File: config.mk
export PLATFORM = sky130hd
export DESIGN_NAME = bsg_piso_credit_fifo_flat
export DESIGN_NICKNAME = d
export VERILOG_FILES = /design/src/rtl/bsg_piso_credit_fifo_pkg.sv /design/src/rtl/bsg_piso_credit_fifo_if.sv /design/src/rtl/bsg_piso_credit_fifo_buf.sv /design/src/rtl/bsg_piso_credit_fifo.sv /design/src/flat_wrapper.sv
export SDC_FILE = /design/constraint.sdc
export NUM_CORES = 1
export LEC_CHECK = 0
export ABC_AREA = 1
export BUFFER_PORTS_ARGS = -buffer_cell sky130_fd_sc_hd__buf_2
export CAP_MARGIN = 20
export CORE_MARGIN = 1.5
export CORE_UTILIZATION = 33
export DETAILED_ROUTE_END_ITERATION = 10
export GPL_ROUTABILITY_DRIVEN = 0
export GPL_TIMING_DRIVEN = 0
export PLACE_DENSITY = 0.57
export SETUP_SLACK_MARGIN = 0.3
export SLEW_MARGIN = 20
export SYNTH_ARGS = -nofsm -noshare
export SYNTH_HDL_FRONTEND = slang
export SYNTH_SLANG_ARGS = --single-unit
File: constraint.sdc
create_clock -name clk_i -period 3.8 [get_ports clk_i]
set_input_delay 0.57 -clock clk_i [delete_from_list [all_inputs] [get_ports clk_i]]
set_output_delay 0.57 -clock clk_i [all_outputs]
set_load 0.03 [all_outputs]
File: src/rtl/bsg_piso_credit_fifo_pkg.sv
// bsg_piso_credit_fifo_pkg
//   Sizing helpers shared by the PISO credit FIFO files. They compute the same
//   values as the BSG_SAFE_CLOG2 / BSG_WIDTH defines, so this slice
//   elaborates on its own.
//   safe_clog2(x) : index width for x entries, never less than 1 bit.
//   bsg_width(x)  : bits needed to hold the value x itself (0..x).
package bsg_piso_credit_fifo_pkg;

  function automatic int safe_clog2(input int x);
    return (x <= 1) ? 1 : $clog2(x);
  endfunction

  function automatic int bsg_width(input int x);
    return $clog2(x + 1);
  endfunction

endpackage

File: src/rtl/bsg_piso_credit_fifo_if.sv
// bsg_piso_credit_fifo_if
//   Bundles the wide-in handshake, the narrow-out handshake and the free-slot
//   credit count of bsg_piso_credit_fifo.
//   slave  : the FIFO side  (in: valid_i, data_i, yumi_i; out: ready_and_o, v_o, data_o, count_o)
//   master : host/upstream side, the mirror image.
interface bsg_piso_credit_fifo_if #(
  parameter int width_p   = 32,
  parameter int els_p     = 4,
  parameter int buf_els_p = 8
);
  logic                                                   valid_i;
  logic [els_p*width_p-1:0]                               data_i;
  logic                                                   ready_and_o;
  logic                                                   v_o;
  logic [width_p-1:0]                                     data_o;
  logic                                                   yumi_i;
  logic [bsg_piso_credit_fifo_pkg::bsg_width(buf_els_p)-1:0] count_o;

  modport slave (
    input  valid_i, data_i, yumi_i,
    output ready_and_o, v_o, data_o, count_o
  );

  modport master (
    output valid_i, data_i, yumi_i,
    input  ready_and_o, v_o, data_o, count_o
  );
endinterface

File: src/rtl/bsg_piso_credit_fifo_buf.sv
// bsg_piso_credit_fifo_buf
//   Circular first-word-fall-through buffer of els_p beats with a registered
//   free-slot counter (the upstream credit count).
//   clk_i, reset_i : clock, async active-high reset
//   v_i, data_i    : beat offered for enqueue (taken when not full)
//   ready_o        : not full, from registered state only
//   v_o, data_o    : non-empty, head entry
//   yumi_i         : consumer takes the head
//   count_o        : free slots, els_p after reset
//   Optional checks: define BSG_PISO_CREDIT_FIFO_ASSERT_EN.
module bsg_piso_credit_fifo_buf
  import bsg_piso_credit_fifo_pkg::*;
#(
  parameter int width_p = 32,
  parameter int els_p   = 8
) (
  input  logic                          clk_i,
  input  logic                          reset_i,
  input  logic                          v_i,
  input  logic [width_p-1:0]            data_i,
  output logic                          ready_o,
  output logic                          v_o,
  output logic [width_p-1:0]            data_o,
  input  logic                          yumi_i,
  output logic [bsg_width(els_p)-1:0]   count_o
);
  localparam int ptr_w = safe_clog2(els_p);
  localparam int cnt_w = bsg_width(els_p);

  logic [width_p-1:0] r_mem [els_p];
  logic [ptr_w-1:0]   r_wptr, r_rptr;
  // Free-slot count doubles as the occupancy tracker: occupancy = els_p - r_free.
  logic [cnt_w-1:0]   r_free;
  logic               w_full, w_empty, w_enq, w_deq;

  // Explicit wrap so depths that are not a power of two work.
  function automatic logic [ptr_w-1:0] next_ptr(input logic [ptr_w-1:0] p);
    return (p == ptr_w'(els_p - 1)) ? '0 : p + ptr_w'(1);
  endfunction

  assign w_full  = (r_free == '0);
  assign w_empty = (r_free == cnt_w'(els_p));
  // A full buffer refuses the beat even if the head leaves the same cycle.
  assign w_enq   = v_i & ~w_full;
  assign w_deq   = yumi_i & ~w_empty;

  assign ready_o = ~w_full;
  assign v_o     = ~w_empty;
  assign data_o  = r_mem[r_rptr];
  assign count_o = r_free;

  always_ff @(posedge clk_i or posedge reset_i) begin
    if (reset_i) begin
      r_wptr <= '0;
      r_rptr <= '0;
      r_free <= cnt_w'(els_p);
    end else begin
      if (w_enq) r_wptr <= next_ptr(r_wptr);
      if (w_deq) r_rptr <= next_ptr(r_rptr);
      case ({w_enq, w_deq})
        2'b10:   r_free <= r_free - cnt_w'(1);
        2'b01:   r_free <= r_free + cnt_w'(1);
        default: r_free <= r_free;
      endcase
    end
  end

  // Storage carries no reset; contents are only visible behind v_o.
  always_ff @(posedge clk_i) begin
    if (w_enq) r_mem[r_wptr] <= data_i;
  end

`ifdef BSG_PISO_CREDIT_FIFO_ASSERT_EN
  always @(posedge clk_i) begin
    if (!reset_i && yumi_i && !v_o)
      $error("%m: yumi_i asserted while v_o=0");
    if (!reset_i && (int'(count_o) > els_p))
      $error("%m: count_o %0d exceeds depth %0d", count_o, els_p);
  end
`endif

endmodule

File: src/rtl/bsg_piso_credit_fifo.sv
// bsg_piso_credit_fifo
//   Parallel-in serial-out converter feeding a credit-counted FWFT buffer.
//   A wide word (els_p x width_p) is taken on valid_i & ready_and_o and sent
//   out least-significant slice first, one beat per cycle while the buffer
//   has room. No reload on the last beat: one word per els_p+1 cycles.
//   clk_i, reset_i : clock, async active-high reset
//   io (slave)     : valid_i/data_i/ready_and_o wide input handshake,
//                    v_o/data_o/yumi_i narrow output, count_o free slots
//   Optional checks: define BSG_PISO_CREDIT_FIFO_ASSERT_EN.
module bsg_piso_credit_fifo
  import bsg_piso_credit_fifo_pkg::*;
#(
  parameter int width_p   = 32,
  parameter int els_p     = 4,
  parameter int buf_els_p = 8
) (
  input  logic                   clk_i,
  input  logic                   reset_i,
  bsg_piso_credit_fifo_if.slave  io
);
  localparam int idx_w = safe_clog2(els_p);

  typedef enum logic {e_empty, e_shift} state_e;

  state_e                         r_state, w_state_n;
  logic [idx_w-1:0]               r_idx, w_idx_n;
  logic [els_p-1:0][width_p-1:0]  r_data;
  logic                           w_ready, w_hs, w_buf_ready, w_enq;
  logic [width_p-1:0]             w_beat;

  // Ready is forced low while reset is held, not just after the edge.
  assign w_ready        = (r_state == e_empty) & ~reset_i;
  assign w_hs           = io.valid_i & w_ready;
  assign io.ready_and_o = w_ready;
  assign w_beat         = r_data[r_idx];

  always_ff @(posedge clk_i or posedge reset_i) begin
    if (reset_i) begin
      r_state <= e_empty;
      r_idx   <= '0;
    end else begin
      r_state <= w_state_n;
      r_idx   <= w_idx_n;
    end
  end

  // The wide word is sampled only at the handshake.
  always_ff @(posedge clk_i) begin
    if (w_hs) r_data <= io.data_i;
  end

  always_comb begin
    w_state_n = r_state;
    w_idx_n   = r_idx;
    w_enq     = 1'b0;
    case (r_state)
      e_empty: begin
        if (w_hs) begin
          w_state_n = e_shift;
          w_idx_n   = '0;
        end
      end
      e_shift: begin
        // Stall holding the index while the buffer is full.
        w_enq = w_buf_ready;
        if (w_enq) begin
          if (r_idx == idx_w'(els_p - 1)) w_state_n = e_empty;
          else                            w_idx_n   = r_idx + idx_w'(1);
        end
      end
      default: w_state_n = e_empty;
    endcase
  end

  bsg_piso_credit_fifo_buf #(
    .width_p (width_p),
    .els_p   (buf_els_p)
  ) u_buf (
    .clk_i   (clk_i),
    .reset_i (reset_i),
    .v_i     (r_state == e_shift),
    .data_i  (w_beat),
    .ready_o (w_buf_ready),
    .v_o     (io.v_o),
    .data_o  (io.data_o),
    .yumi_i  (io.yumi_i),
    .count_o (io.count_o)
  );

`ifdef BSG_PISO_CREDIT_FIFO_ASSERT_EN
  always @(posedge clk_i) begin
    if (!reset_i && $isunknown(io.valid_i))
      $error("%m: valid_i is X outside reset");
    if ($bits(io.data_i) != width_p * els_p)
      $error("%m: data_i is %0d bits, expected %0d", $bits(io.data_i), width_p * els_p);
  end
`endif

endmodule

File: src/flat_wrapper.sv
// flat-port wrapper written by rule: the top's interface ports become plain ports
module bsg_piso_credit_fifo_flat import bsg_piso_credit_fifo_pkg::*;
#(
  parameter int width_p   = 32,
  parameter int els_p     = 4,
  parameter int buf_els_p = 8
)
  (clk_i, reset_i, io_valid_i, io_data_i, io_yumi_i, io_ready_and_o, io_v_o, io_data_o, io_count_o);
  bsg_piso_credit_fifo_if #(.width_p(width_p), .els_p(els_p), .buf_els_p(buf_els_p)) io_i ();
  input  logic clk_i;
  input  logic reset_i;
  input wire logic [$bits(io_i.valid_i)-1:0] io_valid_i;
  input wire logic [$bits(io_i.data_i)-1:0] io_data_i;
  input wire logic [$bits(io_i.yumi_i)-1:0] io_yumi_i;
  output wire logic [$bits(io_i.ready_and_o)-1:0] io_ready_and_o;
  output wire logic [$bits(io_i.v_o)-1:0] io_v_o;
  output wire logic [$bits(io_i.data_o)-1:0] io_data_o;
  output wire logic [$bits(io_i.count_o)-1:0] io_count_o;
  assign io_i.valid_i = io_valid_i;
  assign io_i.data_i = io_data_i;
  assign io_i.yumi_i = io_yumi_i;
  assign io_ready_and_o = io_i.ready_and_o;
  assign io_v_o = io_i.v_o;
  assign io_data_o = io_i.data_o;
  assign io_count_o = io_i.count_o;
  bsg_piso_credit_fifo #(.width_p(width_p), .els_p(els_p), .buf_els_p(buf_els_p)) u_core (.clk_i(clk_i), .reset_i(reset_i), .io(io_i));
endmodule
# Word level (Yosys, flattened, before mapping)
# Memories as Yosys holds them, arrays and structs flattened.
# Cells that the tools add are included.
[word_totals]
ff_bits = 141
latch_bits = 0
ram_bits = 256
mem_bits_ro = 0
output_inout_bits = 38
mem_count = 1
[memory_table]
columns = ["memory", "words", "width", "rd", "rd_ports_with_merged_regs", "wr", "line_no", "source"]
rows = [
  ["u_core.u_buf.r_mem", 8, 32, 1, 0, 1, "bsg_piso_credit_fifo_buf.sv:30", "logic [width_p-1:0] r_mem [els_p];"],
]
[op_classes]
n_addsub = 5
n_mul = 0
div_mod_pow = 0
magnitude_cmp = 1
eq_ne = 9
n_shift = 0
n_mux = 15
bitwise_logic = 8
reduce_logical = 3
[ops]
columns = ["operator", "count"]
rows = [
  ["$bmux W32 S2", 1],
  ["$mux W32", 1],
  ["$pmux W4 S2", 1],
  ["$add A3 B1 Y3 const B", 2],
  ["$eq A3 B3 Y1 const B", 2],
  ["$mux W2", 3],
  ["$mux W3", 2],
  ["$mux W1", 5],
  ["$add A4 B1 Y4 const B", 1],
  ["$and A1 B1 Y1", 4],
  ["$eq A2 B2 Y1 const B", 2],
  ["$eq A4 B4 Y1 const B", 1],
  ["$logic_not A4 Y1", 1],
  ["$ne A2 B2 Y1 const B", 2],
  ["$not A1 Y1", 4],
  ["$pmux W2 S2", 1],
  ["$sub A4 B1 Y4 const B", 1],
  ["$lt A2 B3 Y1 const B", 1],
  ["$reduce_and A3 Y1", 1],
  ["$add A2 B1 Y2 const B", 1],
  ["$eq A2 B1 Y1 const B", 1],
  ["$ne A2 B1 Y1 const B", 1],
  ["$pmux W1 S2", 1],
  ["$reduce_bool A2 Y1", 1],
]

# Depth between registers and ports, before layout
# Gate-level depths: netlist of run 1.
[logic_depth]
ltp_word = 5
depth_mapped = 13

# Hierarchy
# Synthesis of run 1 repeated with hierarchy kept, for this count alone.
[hier_totals]
hier_cells = 1526
area_unflattened_um2 = 16580.9
[modules_own_cells]
columns = ["module", "instances", "cells_per_inst", "area_per_inst_um2", "seq_area_each_um2"]
rows = [
  ["bsg_piso_credit_fifo_buf", 1, 1193, 11647.4, 7938.9],
  ["bsg_piso_credit_fifo", 1, 333, 4933.5, 3918.8],
]

# Worst setup path after synthesis of run 1
# OpenSTA, ideal clock, no wires.
[synth_timing]
kind = "input to register"
start = "input reset_i"
end = "register u_core.r_data[0] (netlist name), enable pin"
arrival_ns = 3.679
t_required_ns = 3.320
setup_slack_ns = -0.359
path_stages = 3
cell_sequence = "nor2_1 -> nand2_1 -> inv_1"
[synth_between]
elab_chain_cells = 3
[synth_lines]
columns = ["element", "line_no", "source"]
rows = [
  ["from (decl)", "flat_wrapper.sv:11", "input logic reset_i;"],
  ["$not A1 Y1", "bsg_piso_credit_fifo.sv:32", "assign w_ready = (r_state == e_empty) & ~reset_i;"],
  ["$and A1 B1 Y1", "bsg_piso_credit_fifo.sv:32", ""],
  ["$and A1 B1 Y1", "bsg_piso_credit_fifo.sv:33", "assign w_hs = io.valid_i & w_ready;"],
  ["net u_core.w_hs", "bsg_piso_credit_fifo.sv:28", "logic w_ready, w_hs, w_buf_ready, w_enq;"],
  ["to (signal assigned)", "bsg_piso_credit_fifo.sv:49", "if (w_hs) r_data <= io.data_i;"],
  ["to (decl)", "bsg_piso_credit_fifo.sv:27", "logic [els_p-1:0][width_p-1:0] r_data;"],
]
# The timed path passes the listed nets, and every way through them passes these cells.
# A chain may end at the register's enable or synchronous reset.

# Final worst setup path of run 1
[layout_timing]
start = "register u_core.u_buf.r_rptr[2]"
end = "output io_data_o[29]"
[layout_between]
elab_chain_cells = 1
[layout_lines]
columns = ["element", "line_no", "source"]
rows = [
  ["from (decl)", "bsg_piso_credit_fifo_buf.sv:31", "logic [ptr_w-1:0] r_wptr, r_rptr;"],
  ["from (signal assigned)", "bsg_piso_credit_fifo_buf.sv:59", "if (w_deq) r_rptr <= next_ptr(r_rptr);"],
  ["$mem_v2 Z8 W32", "-", ""],
  ["to (decl)", "flat_wrapper.sv:17", "output wire logic [$bits(io_i.data_o)-1:0] io_data_o;"],
]
# No other way between the ends.

==> results of run 1 <==
-- registers in the layout, summed over array words and instances, names as in the netlist --
register / cells
u_core.u_buf.count_o: 4
u_core.r_data: 128
u_core.u_buf.r_mem: 256
u_core.u_buf.r_rptr: 3
u_core.u_buf.r_wptr: 3
u_core.r_idx: 2
u_core.r_state: 1
-- logic make-up after synthesis --
kind of cell / after synthesis / synth area share, %
simple gates: 541 / 13.1
flops: 397 / 75.6
compound gates: 232 / 7.68
buf+inv: 86 / 2.69
fa+ha+maj: 9 / 0.766
xor+xnor: 2 / 0.112
-- power groups by stage --
stage | Sequential, uW | Clock, uW | Combinational (uW)
4_1_cts | 6570 | 3780 | 6460
2_1_floorplan | 6670 | 0 | 3860
3_3_place_gp | 6740 | 0 | 6110
5_1_grt | 6640 | 3970 | 7010
3_5_place_dp | 6660 | 0 | 6440
6_report | 6570 | 3710 | 6330
-- worst paths after layout --
kind	from	to	slack, ns	cells after the start
min in group clk_i	io_data_i[24]	u_core.r_data[24]	0.20	1
worst max register to register	u_core.r_idx[1]	u_core.u_buf.r_mem[6][13]	1.24	4
worst min-delay path	reset_i	u_core.u_buf.r_rptr[2]	0.13	2
max in group asynchronous	reset_i	u_core.r_idx[1]	3.23	2
worst max-delay path	u_core.u_buf.r_rptr[2]	io_data_o[29]	0.71	6
worst min register to register	u_core.u_buf.count_o[3]	u_core.u_buf.count_o[3]	0.50	2
-- placed cells by master (no fill, tap or decap), types with 9 or more instances in the layout --
cell         n
buf_2      185
buf_4       30
buf_6       15
clkbuf_1    44
clkbuf_16   41
clkinv_1     9
dfrtp_1     12
edfxtp_1   384
inv_1       13
nand2_1    390
nor2_1     132
o21ai_0    122
o21ai_1     76
o22ai_1     32
-- per-stage QoR --
stage | util (%) | area, um2
final | 40.4 | 18900
after global routing | 40.4 | 18900
after CTS | 40.4 | 18900
after detailed placement | 37.8 | 17700
after global placement | 37.0 | 17300
after floorplan | - | 15700
-- area by class of cell --
cell class,count,area share [%]
repair buffers,204,6.21
plain buffers,68,1.88
well taps,607,4.02
flip-flops and latches,397,62.8
multi-input cells,784,18.2
clock buffers,55,5.77
diodes,3,0.0398
clock inverters,15,0.663
inverters,18,0.378
-- per-layer routing --
metal  track usage, %  share of wire, %  up-vias
li1                 -                 -     4946
met1             21.8                43     4898
met2             27.8                48      323
met3             2.88               6.5       60
met4             4.74               2.3        0
met5                0                 0        -
-- critical path: cells and delay by family, from the launching register on --
kind | cells | cell delay (ns)
simple gates | 2 | 0.28
flops | 1 | 0.38
buf+inv | 4 | 1.31
==> impl_metrics.csv, run 1 <==
group,metric,value,unit
yosys,yosys_warnings,0,
clock_tree,cts_tree,"built",
floorplanning,core_area,46800,um2
status,status,"complete, but fails checks",
place,dp_cells,2078,
timing,totalNegativeSetupSlack,0,ns
timing,finalHoldViolCount,0,
route,drc,8,
yosys,syn_area,15700,um2
yosys,synth.most_common_cell,"nand2_1",
clock_tree,cts.path.max_buffers,3,
pwr,p_int,10100,uW
pwr,netSwitchingFraction,39.2,%
critical_path,crit_path_max_incr_delay,0.58,ns
route,routed_wl,40500,um
cells_and_area,n_fill_cell,4414,
pwr,p_clk_share,22.4,%
cells_and_area,layout.cells.non_filler,2151,
timing,final_max_slew_viol_count,0,
clock_tree,clock-sinks,397,
floorplanning,die_w,221,um
floorplanning,io_pins,170,
cells_and_area,multi_input_area,3440,um2
yosys,yosys_register_bits,397,
yosys,yosysSeqAreaShare,75.6,%
timing,finalCritPeriodShare,81.2,%
global_routing,grt_max_degree,40,
place,portBuffers,169,
clock_tree,clkTransAtPathRegs,0.06,ns
clock_tree,postCtsResizedCells,0,
yosys,synth_area_leaders,"edfxtp_1 (74%), nand2_1 (9.3%), o21ai_0 (3.9%)",
yosys,synth_top_area_share,73.5,%
pwr,power_frac_seq,39.5,%
global_routing,antenna_found_initial,2,
critical_path,end_kind,"output pin",
clock_tree,postCtsHoldBufs,0,
timing,rsz0062_at_grt,"no",
pwr,finalPower,16600,uW
global_routing,grt_usage,16.5,%
critical_path,cp_max_fo,10,
timing,setup_ws,0.714,ns
yosys,async_reset_ff_share,3.27,%
worst_hold_path,hold_path.class,"input port to asynchronous set/reset pin",
floorplanning,std_cell_rows,79,
yosys,synth_commonest_cells,"nand2_1 (390), edfxtp_1 (384), nor2_1 (132)",
timing,setup_violations,0,
critical_path,cp_slowest_cell,"buf_1",
pwr,power.leakage,0.00709,uW
timing,tightest_slew,1.19,ns
critical_path,cp_cell_sequence,"clkbuf_1 > inv_1 > buf_1 > nand2_1 > nand2_1 > buf_2",
timing,finalCriticalPeriod,3.09,ns
clock_tree,cts_setup_buffers,0,
clock_tree,clockRootBuffer,"clkbuf_16",
route,ant_nets,0,
global_routing,grt_pass1_vias,10160,
cells_and_area,regArea,11900,um2
floorplanning,start_util,33.5,%
critical_path,path_common_cell,"nand2_1",
clock_tree,numCtsBuffers,40,
cells_and_area,final_nets,1654,
timing,max_freq,324,MHz
floorplanning,die_h,221,um
clock_tree,clock_latency,0.54,ns
yosys,synth_edf_count,384,
global_routing,grt_pass1_wl,61300,um
route,viasPerCell,4.75,
pwr,powerDensity,880,nW/um2
critical_path,worst-setup-path-type,"flop to output pin",
critical_path,cp-start-kind,"flop",
place,place_hpwl,29100,um
yosys,syn_avg_cell_area,12.4,um2
critical_path,critPathRequiredTime,3.23,ns
run,drv_cap,0,
place,pre_cts_ws,1.21,ns
yosys,syn_inst,1267,
pwr,ir_worst_vdd,0.418,mV
route,num_vias,10227,
route,wl_per_cell,18.8,um
yosys,ys_types,25,
cells_and_area,area.growth.synth_to_final,20.4,%
route,drtIter0Drc,837,
status,violations,"DRC",
pwr,share_comb_of_total_power,38.1,%
timing,holdWs,0.132,ns
pwr,switchingPower,6510,uW
critical_path,timing.critical_path.arrival,2.52,ns
yosys,syn-num-nets,1408,
timing,slew_headroom,21.0,%
floorplanning,die_area,48800,um2
clock_tree,htree_levels,2,
yosys,synth_ff_type,"edfxtp_1",
cells_and_area,drive_above_1_share,19.3,%
global_routing,overflow,0,
yosys,synth_area_leader_cell,"edfxtp_1",
route,drtPass1Iterations,8,
timing,fin_worst_skew,0.0164,ns
Power figures use the tool's default switching activity.
==> run 2, diff against run 1 <==
ABC_AREA = 0   (was 1)
clock period = 2.75 ns   (was 3.8 ns; I/O delays follow)
==> run 2 against run 1 <==
  * The run now ends clean
  * Routed wire length fell by 18%
  * Register-to-register slack got worse by 0.88 ns
  * Design area rose by 0.99%
  * Utilization rose by 1.8 points
  * Non-clock buffer count fell by 26
  * Die area fell by 3.8%
==> impl_metrics.csv, run 2 <==
group,metric,value,unit
cells_and_area,largest_reg_flops,256,
clock_tree,clock-sinks,397,
yosys,syn_avg_cell_area,24.5,um2
yosys,synth_edf_count,384,
yosys,syn-num-nets,756,
timing,totalNegativeSetupSlack,0,ns
critical_path,cp_slowest_cell,"mux4_2",
critical_path,timing.critical_path.arrival,2.33,ns
status,status,"finished, final reports clean",
cells_and_area,n_fill_cell,3891,
timing,setup_ws,0.00789,ns
route,num_vias,7118,
timing,max_freq,365,MHz
yosys,async_reset_ff_share,3.27,%
cells_and_area,diodes,0,
critical_path,cp_max_fo,8,
global_routing,grt_pass1_wl,48400,um
cells_and_area,top_register,"u_core.u_buf.r_mem",
yosys,syn_inst,615,
yosys,yosys_register_bits,397,
yosys,synth_area_leaders,"edfxtp_1 (76%), mux4_2 (14%), mux2_2 (2.9%)",
place,placed_cell_area,17200,um2
critical_path,cp-start-kind,"flop",
timing,fin_worst_skew,0.0314,ns
global_routing,overflow,0,
timing,finalCritPeriodShare,99.7,%
timing,tightest_slew,0.703,ns
floorplanning,core_area,45200,um2
cells_and_area,layout_common_cells,"edfxtp_1 (384), buf_2 (141), mux4_2 (96)",
global_routing,grt_usage,14.1,%
floorplanning,die_h,217,um
yosys,synth.most_common_cell,"edfxtp_1",
timing,rsz0062_at_grt,"yes",
timing,setup_violations,0,
timing,finalCriticalPeriod,2.74,ns
critical_path,crit_path_max_incr_delay,0.51,ns
route,ant_nets,0,
floorplanning,die_w,217,um
run,drv_cap,0,
route,route.met3.wl,1570,um
route,dr_wl_met2,16400,um
global_routing,grt_pass1_vias,7448,
cells_and_area,final_common_cell,"edfxtp_1",
floorplanning,io_pins,170,
yosys,syn_area,15100,um2
route,wl_per_cell,22.0,um
yosys,synth_commonest_cells,"edfxtp_1 (384), mux4_2 (91), mux2_2 (39)",
floorplanning,std_cell_rows,78,
yosys,yosys_warnings,0,
global_routing,grt_max_degree,21,
yosys,synth_area_leader_cell,"edfxtp_1",
critical_path,critPathRequiredTime,2.34,ns
timing,slew_headroom,52.7,%
timing,holdWs,0.0275,ns
clock_tree,clkTransAtPathRegs,0.06,ns
cells_and_area,final_nets,1017,
clock_tree,clock_latency,0.56,ns
clock_tree,cts.path.max_buffers,3,
floorplanning,start_util,33.4,%
clock_tree,cts_tree,"built",
pwr,powerDensity,1220,nW/um2
yosys,synth_ff_type,"edfxtp_1",
pwr,finalPower,23200,uW
yosys,yosysSeqAreaShare,78.6,%
pwr,power.leakage,0.00656,uW
place,portBuffers,169,
floorplanning,die_area,47000,um2
route,top_layer_used,"met4",
cells_and_area,drive_above_1_share,49.8,%
clock_tree,htree_levels,2,
clock_tree,clockRootBuffer,"clkbuf_16",
route,drtIter0Drc,522,
route,m1WireLength,14400,um
timing,finalHoldViolCount,0,
global_routing,antenna_found_initial,0,
yosys,synth_top_area_share,76.5,%
timing,final_max_slew_viol_count,0,
pwr,ir_worst_vdd,0.601,mV
route,viasPerCell,4.73,
worst_hold_path,hold_path.class,"input port to flop",
route,drc,0,
place,pre_cts_ws,0.0387,ns
cells_and_area,area.growth.synth_to_final,26.4,%
route,routed_wl,33100,um
place,place_hpwl,21500,um
cells_and_area,fin_area,19100,um2
clock_tree,numCtsBuffers,40,
yosys,ys_types,39,
route,drtPass1Iterations,5,
critical_path,end_kind,"output pin",
critical_path,cp_cell_sequence,"buf_12 > clkbuf_16 > mux4_2 > mux2_4 > buf_6",
critical_path,worst-setup-path-type,"flop to output pin",
## run 2: changes by cell type after synthesis, moves of 6 or more
cell | before | now
mux2_2 | 0 | 39
buf_2 | 16 | 8
nor2_1 | 132 | 8
mux4_2 | 0 | 91
o21ai_1 | 76 | 0
o21ai_0 | 122 | 1
clkbuf_1 | 31 | 8
nand3_1 | 7 | 1
inv_1 | 14 | 3
o22ai_1 | 32 | 0
nand2_1 | 390 | 3
## run 2: cell families (layout without fill, tap and decap cells)
family          Yosys count  count (layout)  synth area share (%)
flops                   397             397                  78.6
mux                     136             136                  17.4
simple gates             31              31                  1.15
buf+inv                  30             320                  1.22
compound gates           10              10                 0.639
fa+ha+maj                 9               9                 0.797
xor+xnor                  2               2                 0.116
## run 2: timing repair
| action | CTS | global route |
|---|---|---|
| setup buffers | 10 | 12 |
| gates cloned | 2 | 3 |
| setup endpoints to repair | 268 | 75 |
| hold buffers | 1 | 0 |
| pin swaps | 2 | 6 |
| gates resized for setup | 122 | 25 |
| endpoints found under the hold margin | 12 | 0 |
## run 2: per-stage QoR
| step | cells | utilization (%) |
|---|---|---|
| detailed placement | 1406 | 38.0 |
| CTS | 1490 | 41.6 |
| global placement | 1384 | 37.1 |
| global route | 1505 | 42.2 |
| finish | 1505 | 42.2 |
| floorplan | 615 | - |
## run 2: report_power, final
group / total, uW / leakage, uW / internal (uW) / switching (uW)
registers: 8930 / 0.00365 / 8560 / 374
logic: 9250 / 0.00233 / 4360 / 4890
clock network: 4990 / 0.000578 / 2740 / 2250
## run 2: final cells by class
cell class | instances | area (um2) | area share (%)
flip-flops and latches | 397 | 11900 | 62.2
multi-input cells | 188 | 3250 | 17.1
repair buffers | 219 | 1740 | 9.14
clock buffers | 57 | 1060 | 5.58
well taps | 600 | 751 | 3.94
plain buffers | 27 | 253 | 1.33
clock inverters | 14 | 125 | 0.656
inverters | 3 | 13.8 | 0.0722
## run 2: worst paths after layout
| kind | from | endpoint | slack (ns) | depth (start not counted) |
|---|---|---|---|---|
| min in group asynchronous | reset_i | u_core.u_buf.count_o[1] | 0.50 | 3 |
| hold / removal | io_data_i[119] | u_core.r_data[119] | 0.03 | 1 |
| max in group asynchronous | reset_i | u_core.u_buf.r_rptr[0] | 1.83 | 3 |
| setup reg to reg | u_core.u_buf.count_o[3] | u_core.u_buf.count_o[3] | 0.36 | 9 |
| hold reg to reg | u_core.u_buf.r_wptr[0] | u_core.u_buf.r_wptr[0] | 0.57 | 1 |
| setup / recovery | u_core.u_buf.r_rptr[0] | io_data_o[21] | 0.008 | 5 |
## run 2: critical path: cells and delay by family, from the launching register on
kind / cells / cell delay, ns
buf+inv: 3 / 0.53
flops: 1 / 0.46
mux: 2 / 0.81
## run 2: per-layer routing
layer  vias to the layer above  track usage [%]
li1                       3154                -
met1                      3740             18.8
met2                       180             23.5
met3                        44             3.02
met4                         0             3.82
met5                         -                0
==> run 3, diff against run 2 <==
SETUP_SLACK_MARGIN = 0.1   (was 0.3)
SYNTH_HIERARCHICAL = 1   (was not set)
==> run 3 against run 2 <==
  * Non-clock buffer count is 26 higher
  * Maximum frequency is 2.2% higher
  * Synthesized cell count is 0.81% higher
  * Via count is 2.3% higher
  * Utilization is 0.80 points higher
  * Sequential power is 1% higher
  * Critical path type unchanged
  * Combinational power is 0.6% lower
  * Flip-flop and latch count stayed put
  * Register-to-register slack worse by 0.14 ns
  * Largest cell class unchanged
  * Worst setup slack better by 0.059 ns
==> impl_metrics.csv, run 3 <==
group,metric,value,unit
critical_path,cp-start-kind,"flop",
route,routed_wl,32200,um
yosys,synth_area_leaders,"edfxtp_1 (76%), mux4_2 (13%), mux2_2 (2.8%)",
floorplanning,die_area,47200,um2
timing,slew_headroom,48.2,%
clock_tree,clkTransAtPathRegs,0.06,ns
global_routing,antenna_found_initial,0,
timing,fin_worst_skew,0.00772,ns
yosys,synth_fa_ha_area_share,0.794,%
route,wl_per_cell,20.8,um
worst_hold_path,holdPathStages,1,
global_routing,grt_pass1_vias,7815,
cells_and_area,diodes,0,
yosys,yosys_warnings,6,
status,status,"finished, final reports clean",
cells_and_area,layout_common_cells,"edfxtp_1 (384), buf_2 (140), mux4_2 (92)",
critical_path,reg2regPathDepth,9,
timing,finalCritPeriodShare,97.6,%
clock_tree,clock_latency,0.56,ns
yosys,synth_compound_area_share,0.661,%
timing,setup_ws,0.0673,ns
critical_path,cp_slowest_cell,"mux4_2",
yosys,synth_top_family_by_area,"multiplexers",
route,dr_wl_met2,15600,um
route,m1WireLength,14400,um
pwr,power.leakage,0.00670,uW
yosys,syn_inst,620,
route,ant_nets,0,
timing,rsz0062_at_grt,"yes",
cells_and_area,area.growth.synth_to_final,28.6,%
cells_and_area,n_fill_cell,3938,
critical_path,worst-setup-path-type,"flop to output pin",
critical_path,timing.critical_path.arrival,2.27,ns
critical_path,cp_max_fo,10,
place,pre_cts_ws,0.103,ns
clock_tree,cts_tree,"built",
worst_hold_path,hold_path.class,"input port to flop",
floorplanning,std_cell_rows,78,
route,drtIter0Drc,439,
timing,max_freq,373,MHz
global_routing,grt_max_degree,58,
yosys,ys_types,38,
yosys,syn-num-nets,761,
clock_tree,clockRootBuffer,"clkbuf_16",
yosys,synth_ff_type,"edfxtp_1",
timing,finalCriticalPeriod,2.68,ns
yosys,async_reset_ff_share,3.27,%
critical_path,path_common_cell,"buf_12",
clock_tree,htree_levels,2,
floorplanning,die_h,217,um
floorplanning,die_w,217,um
yosys,synth.most_common_cell,"edfxtp_1",
yosys,synth_edf_count,384,
route,viasPerCell,4.72,
yosys,synth_top_area_share,76.2,%
yosys,synth_area_leader_cell,"edfxtp_1",
clock_tree,cts.path.max_buffers,3,
route,top_layer_used,"met4",
yosys,syn_area,15100,um2
cells_and_area,top_register,"u_core/u_buf/r_mem",
pwr,finalPower,23600,uW
cells_and_area,final_common_cell,"edfxtp_1",
clock_tree,numCtsBuffers,44,
timing,tightest_slew,0.775,ns
route,drc,0,
cells_and_area,multi_input_area,3240,um2
cells_and_area,largest_reg_flops,256,
route,num_vias,7282,
critical_path,crit_path_max_incr_delay,0.50,ns
timing,setup_violations,0,
route,drtPass1Iterations,4,
yosys,syn_avg_cell_area,24.4,um2
run,drv_cap,0,
cells_and_area,drive_above_1_share,44.9,%
yosys,yosys_register_bits,397,
cells_and_area,final_nets,1052,
floorplanning,core_area,45300,um2
yosys,synth-xor-area-share,0.116,%
global_routing,overflow,0,
place,place_hpwl,20300,um
cells_and_area,regArea,11900,um2
pwr,powerDensity,1210,nW/um2
floorplanning,start_util,33.4,%
yosys,synth_mux_area_share,17.4,%
timing,final_max_slew_viol_count,0,
yosys,yosysSeqAreaShare,78.3,%
yosys,synth_simple_gate_area_share,1.25,%
place,portBuffers,169,
floorplanning,io_pins,170,
global_routing,grt_usage,13.8,%
pwr,ir_worst_vdd,0.748,mV
global_routing,grt_pass1_wl,47700,um
timing,finalHoldViolCount,0,
clock_tree,clock-sinks,397,
critical_path,critPathRequiredTime,2.34,ns
critical_path,cp_cell_sequence,"buf_12 > buf_12 > mux4_2 > mux2_4 > buf_6",
critical_path,end_kind,"output pin",
route,route.met3.wl,1450,um
timing,holdWs,0.0301,ns
yosys,synth_commonest_cells,"edfxtp_1 (384), mux4_2 (88), mux2_2 (37)",
==> run 3: worst max-delay path: cells and delay by family (launching register included) <==
kind,cells,cell delay [ns]
buffers and inverters,3,0.49
flip-flops,1,0.42
multiplexers,2,0.80
==> run 3: worst paths after layout <==
check | from | slack [ns] | end
worst max-delay path | u_core/u_buf/r_rptr[0] | 0.07 | io_data_o[4]
worst min-delay path | io_data_i[3] | 0.03 | u_core/r_data[3]
worst max register to register | u_core/u_buf/count_o[0] | 0.22 | u_core/u_buf/count_o[3]
worst min register to register | u_core/u_buf/r_wptr[0] | 0.56 | u_core/u_buf/r_wptr[0]
max in group asynchronous | reset_i | 1.99 | u_core/u_buf/count_o[3]
min in group asynchronous | reset_i | 0.30 | u_core/r_idx[1]
==> run 3: what timing repair did <==
item	CTS	global route
buffers inserted	3	5
cloned	1	1
endpoints found under the setup margin	33	33
gates resized for setup	132	7
hold buffers	54	0
endpoints found under the hold margin	65	0
==> run 3: per-layer routing <==
metal / vias to the layer above / global-route usage, %
met5: - / 0
met4: 0 / 5.02
met3: 46 / 2.59
met2: 185 / 22.7
met1: 3816 / 18.3
li1: 3235 / -
==> run 3: report_power, final <==
part / internal, uW / leakage [uW] / total [uW] / switching, uW
logic: 4310 / 0.00243 / 9190 / 4880
registers: 8670 / 0.00365 / 9040 / 372
clock network: 3030 / 0.000627 / 5330 / 2300
total: 16000 / 0.00670 / 23600 / 7550
==> run 3: kinds of logic (layout without fill, tap and decap cells) <==
| family | after synthesis | in the layout |
|---|---|---|
| compound gates | 11 | 11 |
| xor+xnor | 2 | 2 |
| fa+ha+maj | 9 | 9 |
| buf+inv | 31 | 354 |
| flops | 397 | 397 |
| mux | 135 | 135 |
| simple gates | 35 | 35 |
==> run 3: cell type report <==
class                   count  area share, %
repair buffers            245           10.3
inverters                   4         0.0771
well taps                 600           3.86
clock buffers              58           6.09
multi-input cells         192           16.7
clock inverters            20          0.585
flip-flops and latches    397           60.9
plain buffers              27           1.51
==> run 3: metrics by stage <==
stage                     cell area, um2  instances  util (%)  setup TNS (ns)
final                              19500       1543      43.0               0
after CTS                          19400       1537      42.8       -0.000576
after detailed placement           17100       1401      37.8               0
after global routing               19500       1543      43.0        -0.00588
after floorplan                    15200        620         -          -14.33
after global placement             16800       1389      37.0         -247.91
